### config.mk
export PLATFORM = sky130hd
export DESIGN_NAME = countdown_timer_flat
export DESIGN_NICKNAME = d
export VERILOG_FILES = /design/src/rtl/countdown_timer_if.sv /design/src/rtl/countdown_timer.sv /design/src/flat_wrapper.sv
export SDC_FILE = /design/constraint.sdc
export NUM_CORES = 1
export LEC_CHECK = 0
export BUFFER_PORTS_ARGS = -buffer_cell sky130_fd_sc_hd__buf_2
export CAP_MARGIN = 30
export CORE_ASPECT_RATIO = 1.2
export CORE_UTILIZATION = 45
export CTS_CLUSTER_SIZE = 24
export DETAILED_ROUTE_END_ITERATION = 8
export GPL_ROUTABILITY_DRIVEN = 0
export PLACE_DENSITY = 0.77
export SLEW_MARGIN = 40
export SYNTH_ARGS = -nofsm -noshare
export SYNTH_HDL_FRONTEND = slang
export SYNTH_SLANG_ARGS = --single-unit
### constraint.sdc
create_clock -name CLOCK_50 -period 2.38 [get_ports CLOCK_50]
set_input_delay 0 -clock CLOCK_50 [delete_from_list [all_inputs] [get_ports CLOCK_50]]
set_output_delay 0 -clock CLOCK_50 [all_outputs]
set_load 0.01 [all_outputs]
### src/rtl/countdown_timer_if.sv
// Command and status bundle for the BCD HH:MM:SS countdown timer.
// Handshake: command strobes are single-cycle pulses sampled on the clock edge; no ready side exists, every strobe is consumed the cycle it is seen.
interface countdown_timer_if;
    logic        load;
    logic [23:0] load_bcd;
    logic        start;
    logic        pause;
    logic        clear;
    logic [23:0] time_bcd;
    logic        running;
    logic        done;
    logic        alarm;
    logic        load_err;
    logic [1:0]  state_dbg;

    modport master (
        output load, load_bcd, start, pause, clear,
        input  time_bcd, running, done, alarm, load_err, state_dbg
    );

    modport slave (
        input  load, load_bcd, start, pause, clear,
        output time_bcd, running, done, alarm, load_err, state_dbg
    );
endinterface

### src/rtl/countdown_timer.sv
// BCD HH:MM:SS countdown timer: loads a start time, counts down once per tick,
// raises done/alarm on reaching 00:00:00.
module countdown_timer #(
    parameter int TICK_DIV = 50000000
) (
    input logic            CLOCK_50,
    input logic            RESET_N,
    countdown_timer_if.slave bus
);
    typedef enum logic [1:0] {IDLE, RUN, PAUSED, EXPIRED} state_t;

    localparam int PW = (TICK_DIV > 1) ? $clog2(TICK_DIV) : 1;
    localparam logic [PW-1:0] PRESC_MAX = PW'(TICK_DIV - 1);

    state_t        state;
    logic [PW-1:0] presc;
    logic [23:0]   cur_time;
    logic          running_r;
    logic          done_r;
    logic          alarm_r;
    logic          load_err_r;
    logic          load_ok;

    function automatic logic valid_bcd(input logic [23:0] t);
        logic [3:0] h1, h0, m1, m0, s1, s0;
        {h1, h0, m1, m0, s1, s0} = t;
        return (h0 <= 4'd9) && (m0 <= 4'd9) && (s0 <= 4'd9) &&
               (s1 <= 4'd5) && (m1 <= 4'd5) && (h1 <= 4'd2) &&
               ((h1 != 4'd2) || (h0 <= 4'd3));
    endfunction

    // Borrow ripples upward only while the lower digit is already zero.
    function automatic logic [23:0] bcd_dec(input logic [23:0] t);
        logic [3:0] h1, h0, m1, m0, s1, s0;
        {h1, h0, m1, m0, s1, s0} = t;
        if (s0 != 4'd0) s0 = s0 - 4'd1;
        else begin
            s0 = 4'd9;
            if (s1 != 4'd0) s1 = s1 - 4'd1;
            else begin
                s1 = 4'd5;
                if (m0 != 4'd0) m0 = m0 - 4'd1;
                else begin
                    m0 = 4'd9;
                    if (m1 != 4'd0) m1 = m1 - 4'd1;
                    else begin
                        m1 = 4'd5;
                        if (h0 != 4'd0) h0 = h0 - 4'd1;
                        else begin
                            h0 = 4'd9;
                            h1 = h1 - 4'd1;
                        end
                    end
                end
            end
        end
        return {h1, h0, m1, m0, s1, s0};
    endfunction

    assign load_ok = bus.load && (state != RUN) && valid_bcd(bus.load_bcd);

    always_ff @(posedge CLOCK_50) begin
        if (!RESET_N) begin
            state      <= IDLE;
            presc      <= '0;
            cur_time   <= '0;
            running_r  <= 1'b0;
            done_r     <= 1'b0;
            alarm_r    <= 1'b0;
            load_err_r <= 1'b0;
        end else begin
            done_r     <= 1'b0;
            load_err_r <= 1'b0;
            if (bus.clear) begin
                state     <= IDLE;
                presc     <= '0;
                cur_time  <= '0;
                running_r <= 1'b0;
                alarm_r   <= 1'b0;
            end else if (load_ok) begin
                state     <= IDLE;
                presc     <= '0;
                cur_time  <= bus.load_bcd;
                running_r <= 1'b0;
                alarm_r   <= 1'b0;
            end else begin
                // A rejected load does not block pause/start or the running count.
                if (bus.load) load_err_r <= 1'b1;
                case (state)
                    IDLE: begin
                        if (bus.start && !bus.pause && (cur_time != 24'h0)) begin
                            state     <= RUN;
                            presc     <= '0;
                            running_r <= 1'b1;
                        end
                    end
                    RUN: begin
                        if (bus.pause) begin
                            state     <= PAUSED;
                            running_r <= 1'b0;
                        end else if (presc == PRESC_MAX) begin
                            presc    <= '0;
                            cur_time <= bcd_dec(cur_time);
                            if (cur_time == 24'h000001) begin
                                state     <= EXPIRED;
                                running_r <= 1'b0;
                                alarm_r   <= 1'b1;
                                done_r    <= 1'b1;
                            end
                        end else begin
                            presc <= presc + 1'b1;
                        end
                    end
                    PAUSED: begin
                        if (bus.start && !bus.pause) begin
                            state     <= RUN;
                            running_r <= 1'b1;
                        end
                    end
                    default: ;
                endcase
            end
        end
    end

    assign bus.time_bcd  = cur_time;
    assign bus.running   = running_r;
    assign bus.done      = done_r;
    assign bus.alarm     = alarm_r;
    assign bus.load_err  = load_err_r;
    assign bus.state_dbg = state;
endmodule

### src/flat_wrapper.sv
// flat-port wrapper written by rule: the top's interface ports become plain ports
module countdown_timer_flat 
#(
    parameter int TICK_DIV = 50000000
)
  (CLOCK_50, RESET_N, bus_load, bus_load_bcd, bus_start, bus_pause, bus_clear, bus_time_bcd, bus_running, bus_done, bus_alarm, bus_load_err, bus_state_dbg);
  countdown_timer_if bus_i ();
  input logic CLOCK_50;
  input logic RESET_N;
  input wire logic [$bits(bus_i.load)-1:0] bus_load;
  input wire logic [$bits(bus_i.load_bcd)-1:0] bus_load_bcd;
  input wire logic [$bits(bus_i.start)-1:0] bus_start;
  input wire logic [$bits(bus_i.pause)-1:0] bus_pause;
  input wire logic [$bits(bus_i.clear)-1:0] bus_clear;
  output wire logic [$bits(bus_i.time_bcd)-1:0] bus_time_bcd;
  output wire logic [$bits(bus_i.running)-1:0] bus_running;
  output wire logic [$bits(bus_i.done)-1:0] bus_done;
  output wire logic [$bits(bus_i.alarm)-1:0] bus_alarm;
  output wire logic [$bits(bus_i.load_err)-1:0] bus_load_err;
  output wire logic [$bits(bus_i.state_dbg)-1:0] bus_state_dbg;
  assign bus_i.load = bus_load;
  assign bus_i.load_bcd = bus_load_bcd;
  assign bus_i.start = bus_start;
  assign bus_i.pause = bus_pause;
  assign bus_i.clear = bus_clear;
  assign bus_time_bcd = bus_i.time_bcd;
  assign bus_running = bus_i.running;
  assign bus_done = bus_i.done;
  assign bus_alarm = bus_i.alarm;
  assign bus_load_err = bus_i.load_err;
  assign bus_state_dbg = bus_i.state_dbg;
  countdown_timer #(.TICK_DIV(TICK_DIV)) u_core (.CLOCK_50(CLOCK_50), .RESET_N(RESET_N), .bus(bus_i));
endmodule
---- Word-level counts from Yosys, hierarchy flattened ----
Index checks and enable logic that the tools add are counted.
storage, ports and cells
  register bits after elaboration ......... 56
  bits in latches ......................... 0
  bits in writable memories ............... 0
  memory bits (read-only) ................. 0
  input port bits ......................... 30
  output and inout bits ................... 30
  memories kept ........................... 0
cells by class
  add/subtract/negate cells ............... 7
  multiply operators ...................... 0
  div/mod/pow operators ................... 0
  order comparisons ....................... 7
  equality and inequality tests ........... 17
  shift-type cells ........................ 0
  muxes and demuxes ....................... 42
  bitwise operators ....................... 4
  reductions and logical operators ........ 35
operators with widths
  operator                 number
  $mux W24                 4
  $mux W4                  20
  $mux W26                 3
  $pmux W26 S2             1
  $add A26 B1 Y26 const B  1
  $eq A26 B26 Y1 const B   1
  $eq A24 B1 Y1 const B    1
  $reduce_bool A24 Y1      1
  $sub A4 B1 Y4 const B    6
  $reduce_bool A4 Y1       5
  $ne A2 B1 Y1 const B     9
  $le A4 B4 Y1 const B     3
  $logic_and A1 B1 Y1      10
  $mux W2                  5
  $reduce_and A5 Y1        2
  $le A4 B2 Y1 const B     2
  $le A4 B3 Y1 const B     2
  $reduce_and A4 Y1        2
  $reduce_and A8 Y1        1
  $mux W1                  7
  $reduce_and A7 Y1        1
  $ne A3 B2 Y1 const B     2
  $pmux W2 S3              1
  $reduce_and A3 Y1        2
  other kinds (15)         20

---- Logic depth before layout (Yosys ltp) ----
  word-level depth ........................ 10
  mapped depth ............................ 9
  mapped depth without buffers ............ 7

---- Worst setup path after synthesis ----
OpenSTA, ideal clock, no wires.
  kind .................................... reg-to-reg
  start ................................... reg u_core.cur_time[12], in the netlist u_core.bus.time_bcd[12]
  end ..................................... reg u_core.running_r, in the netlist u_core.bus.running
  setup time .............................. 0.144 ns
  arrival time ............................ 1.850 ns
  path slack .............................. 0.385 ns
  stages on the path, launching flop included .. 8
  path through ............................ dfxtp_1 -> or4_1 -> buf_6 -> nor2_8 -> nand3_2 -> or3b_1 -> a21oi_1 -> nor3_1
on the way
  word-level cells in the longest chain between the ends .. 4
  elaborated cells on any way between the ends .. 6
ends and longest elaborated chain
  what                                    line                    text
  start: declaration                      countdown_timer.sv:17   logic [23:0] cur_time;
  start signal: assignment                countdown_timer.sv:83   cur_time <= bus.load_bcd;
  start signal: assignment                countdown_timer.sv:103  cur_time <= bcd_dec(cur_time);
  $reduce_bool A24 Y1                     countdown_timer.sv:91   if (bus.start && !bus.pause && (cur_time != 24'h0)) begin
  $logic_and A1 B1 Y1                     countdown_timer.sv:91
  $ne A2 B1 Y1 (no source line)           n/a
  $reduce_and A5 Y1 (no source line) (*)  n/a
  end signal: assignment                  countdown_timer.sv:94   running_r <= 1'b1;
  end signal: assignment                  countdown_timer.sv:100  running_r <= 1'b0;
  end signal: assignment                  countdown_timer.sv:106  running_r <= 1'b0;
  end: declaration                        countdown_timer.sv:18   logic running_r;
Every way passes the cells marked *; elsewhere a longest branch is shown, timed or not.
A chain may end at the register's enable or synchronous reset.

---- Final worst setup path ----
  start ................................... reg u_core.presc[0]
  end ..................................... reg u_core.cur_time[13], in the netlist u_core.bus.time_bcd[13]
on the way
  word-level cells in the longest chain between the ends .. 3
ends and longest elaborated chain
  what                                 line                    text
  start: declaration                   countdown_timer.sv:16   logic [PW-1:0] presc;
  start signal: assignment             countdown_timer.sv:111  presc <= presc + 1'b1;
  $eq A26 B26 Y1                       countdown_timer.sv:101  end else if (presc == PRESC_MAX) begin
  $reduce_bool A2 Y1 (no source line)  n/a
  $reduce_and A6 Y1 (no source line)   n/a
Every way passes these cells.

==> qor.yml <==
outcome: "completed"
drc_errors: 0
netlist_instances: 376
yosysUniqueCellTypes: 64
switching_power_uw: 362.9
ioPinCount: 60
clk_pin_slew_ps: 100
first_iter_violations: 145
first_pass_iters: 5
cts_resized: 0
cp.required_ps: 2650
insertedDiodeCount: 0
synth_top_family_by_area: "simple AND/OR/NAND/NOR gates"
num_rows: 33
rsz0062_at_grt: "no"
vias_per_cell: 5.753
cts_made_buffers: 5
ys_ff_latch: 56
maxCapViolCount: 0
hp-start: "bus_load_bcd[14]"
p_per_area_nw_per_um2: 407.6
tns_ps: 0
cts_tree: "yes"
period_minus_slack_ps: 2185
p_leak_uw: 0.001459
clkPwrFrac: 0.332
synth_fa_ha_area_frac: 0.01181
fp.dieH_um: 94.08
switching_share: 0.2319
slew_violations: 0
start_util: 0.4667
nFillCells: 625
ant_nets: 0
regArea_um2: 1121
post-synth-top-area-fraction: 0.3526
clock-sinks: 56
via_count: 3124
yosys.area_share.simple: 0.3514
drive_gt1_frac: 0.2434
combPwrFrac: 0.068
muxShareOfSynthArea: 0
wire_per_inst_um: 15.17
skew_ps: 15.99
synth_top_cells_by_count: "56 x dfxtp_1, 53 x nor2_1, 28 x nand2_1, 24 x o21ai_0, 18 x xnor2_1"
grt_max_degree: 29
postSynth.asyncResetShare: 0
synth_top_flop_cell: "dfxtp_1"
grt_remaining_overflow: 0
detailed_place_hpwl_um: 5886
cts_root_buffer: "clkbuf_8"
path_class: "reg -> reg"
synth-seq-area-share: 0.3526
grt_pass1_wl_um: 13610
start_kind: "flop"
synth_compound_area_frac: 0.1677
slew-limit-headroom: 0.5332
fp.dieArea_um2: 7407
grt_pass1_vias: 2974
clk-insertion-delay-late_ps: 320
synth.area.top_cells: "dfxtp_1 35%, nor2_1 6.3%, xnor2_1 5.0%, o21ai_0 3.8%, nand2_1 3.3%"
fin_total_pwr_uw: 1565
synth-edff-count: 0
hold_viol_final: 0
timing.final.crit_share: 0.9180
setup_viol: 0
syn-num-nets: 409
nets: 488
grt_usage: 0.2333
area_delta_synth_final_pct: 20.78
yosys_warnings: 0
crit_path_max_fanout: 14
hold_path_class: "in -> reg"
yosysTopAreaCell: "dfxtp_1"
die_w_um: 78.73
worstMarginPinSlew_ps: 698.7
internal_power_uw: 1202
startpoint: "u_core.presc[0]"
max_freq_mhz: 457.7
multi_input_area_um2: 1933
core_um2: 6813
pwr-share-seq: 0.599
h-tree-depth: 2
antenna_found_initial: 0
place.port_buffers: 59
vdd_drop_max_uv: 221.8
synth_area_um2: 3179
cp-end-kind: "flop"
yosys.cell_count.top_type: "dfxtp_1"
synth_xor_xnor_area_share: 0.07713
cts_setup_buffers: 0
cp.arrival_ps: 2450
whs_ps: 13.98
r2r_start: "u_core.presc[0]"
clock_path_buffers: 2
synth_area_per_cell_um2: 8.456
wl_um: 8237
-- registers in the layout, indices dropped and copies added, names as in the netlist --
register	flops
u_core.presc	26
u_core.bus.time_bcd	24
u_core.bus.state_dbg	2
u_core.bus.alarm	1
u_core.bus.done	1
u_core.bus.load_err	1
u_core.bus.running	1
-- power groups by stage --
stage               sequential [µW]  clock (µW)  combinational [µW]
finish                          938         520                 107
global route                    939         571                 116
CTS                             938         532                 104
detailed placement              960           0                81.5
global placement                960           0                81.1
floorplan                       960           0                35.0
-- repair_timing --
item                                    4_1_cts  5_1_grt
endpoints found under the setup margin        0        0
hold endpoints to repair                     18        0
hold buffers                                 18        0
-- stage by stage --
stage / util / worst slack (ps) / cells / area [µm²]
after floorplan: - / 385.4 / 376 / 3179
after global placement: 0.5247 / 271.6 / 517 / 3575
after detailed placement: 0.5247 / 232.5 / 517 / 3575
after CTS: 0.5636 / 205.0 / 543 / 3840
after global routing: 0.5636 / 16.52 / 543 / 3840
final: 0.5636 / 195.1 / 543 / 3840
-- placed cells by master, fill, tap and decap left out, types with 3 or more instances in the layout --
| master | count |
|---|---|
| o21ai_0 | 24 |
| a211oi_1 | 5 |
| o211ai_1 | 3 |
| ha_1 | 3 |
| nor2b_1 | 3 |
| xor2_1 | 10 |
| nor3_2 | 4 |
| dlygate4sd3_1 | 18 |
| inv_1 | 9 |
| nand3b_1 | 3 |
| nand2b_1 | 3 |
| a22oi_1 | 3 |
| and3_1 | 5 |
| clkbuf_8 | 5 |
| nor4_1 | 7 |
| buf_4 | 11 |
| a31o_2 | 3 |
| a31oi_1 | 6 |
| nor4_2 | 3 |
| nor3_1 | 17 |
| nand2_1 | 28 |
| or3_1 | 3 |
| nor2_1 | 53 |
| nand3_1 | 12 |
| buf_2 | 59 |
| and4_1 | 5 |
| nand4_1 | 7 |
| dfxtp_1 | 56 |
| xnor2_1 | 18 |
| a21oi_1 | 17 |
| or4_1 | 5 |
-- path summary, 6_finish.rpt --
check             depth (start not counted)                      end  slack (ps)
hold / removal                            3  u_core.bus.time_bcd[14]          10
hold reg to reg                           2  u_core.bus.time_bcd[15]         480
setup / recovery                          7  u_core.bus.time_bcd[13]         200
setup reg to reg                          7  u_core.bus.time_bcd[13]         200
-- critical path, stage by stage, from the launching register on --
cell	delay [ps]
dfxtp_1	400
ha_1	220
and3_2	220
and4_2	320
nand4_4	260
or4_1	470
a21oi_1	140
a31o_2	110
-- metal layers --
| layer | GRT usage | wire, µm | vias up |
|---|---|---|---|
| li1 | - | - | 1528 |
| met5 | 0 | 0 | - |
| met4 | 0.09414 | 198 | 0 |
| met2 | 0.4130 | 4200 | 105 |
| met1 | 0.2745 | 3389 | 1471 |
| met3 | 0.04272 | 448 | 20 |
-- area by class of cell --
cell class	count	share of cell area
inverters	9	0.008798
flip-flops and latches	56	0.2920
clock buffers	7	0.01988
well taps	87	0.02835
multi-input cells	295	0.5034
clock inverters	1	0.002281
repair buffers	88	0.1453
-- logic make-up after synthesis --
kind of cell	after synthesis
XOR/XNOR	28
buffers and inverters	25
AO/OA/AOI/OAI	80
AND/OR/NAND/NOR	184
flip-flops	56
adder cells (fa/ha/maj)	3
(Power assumes the default switching activity.)
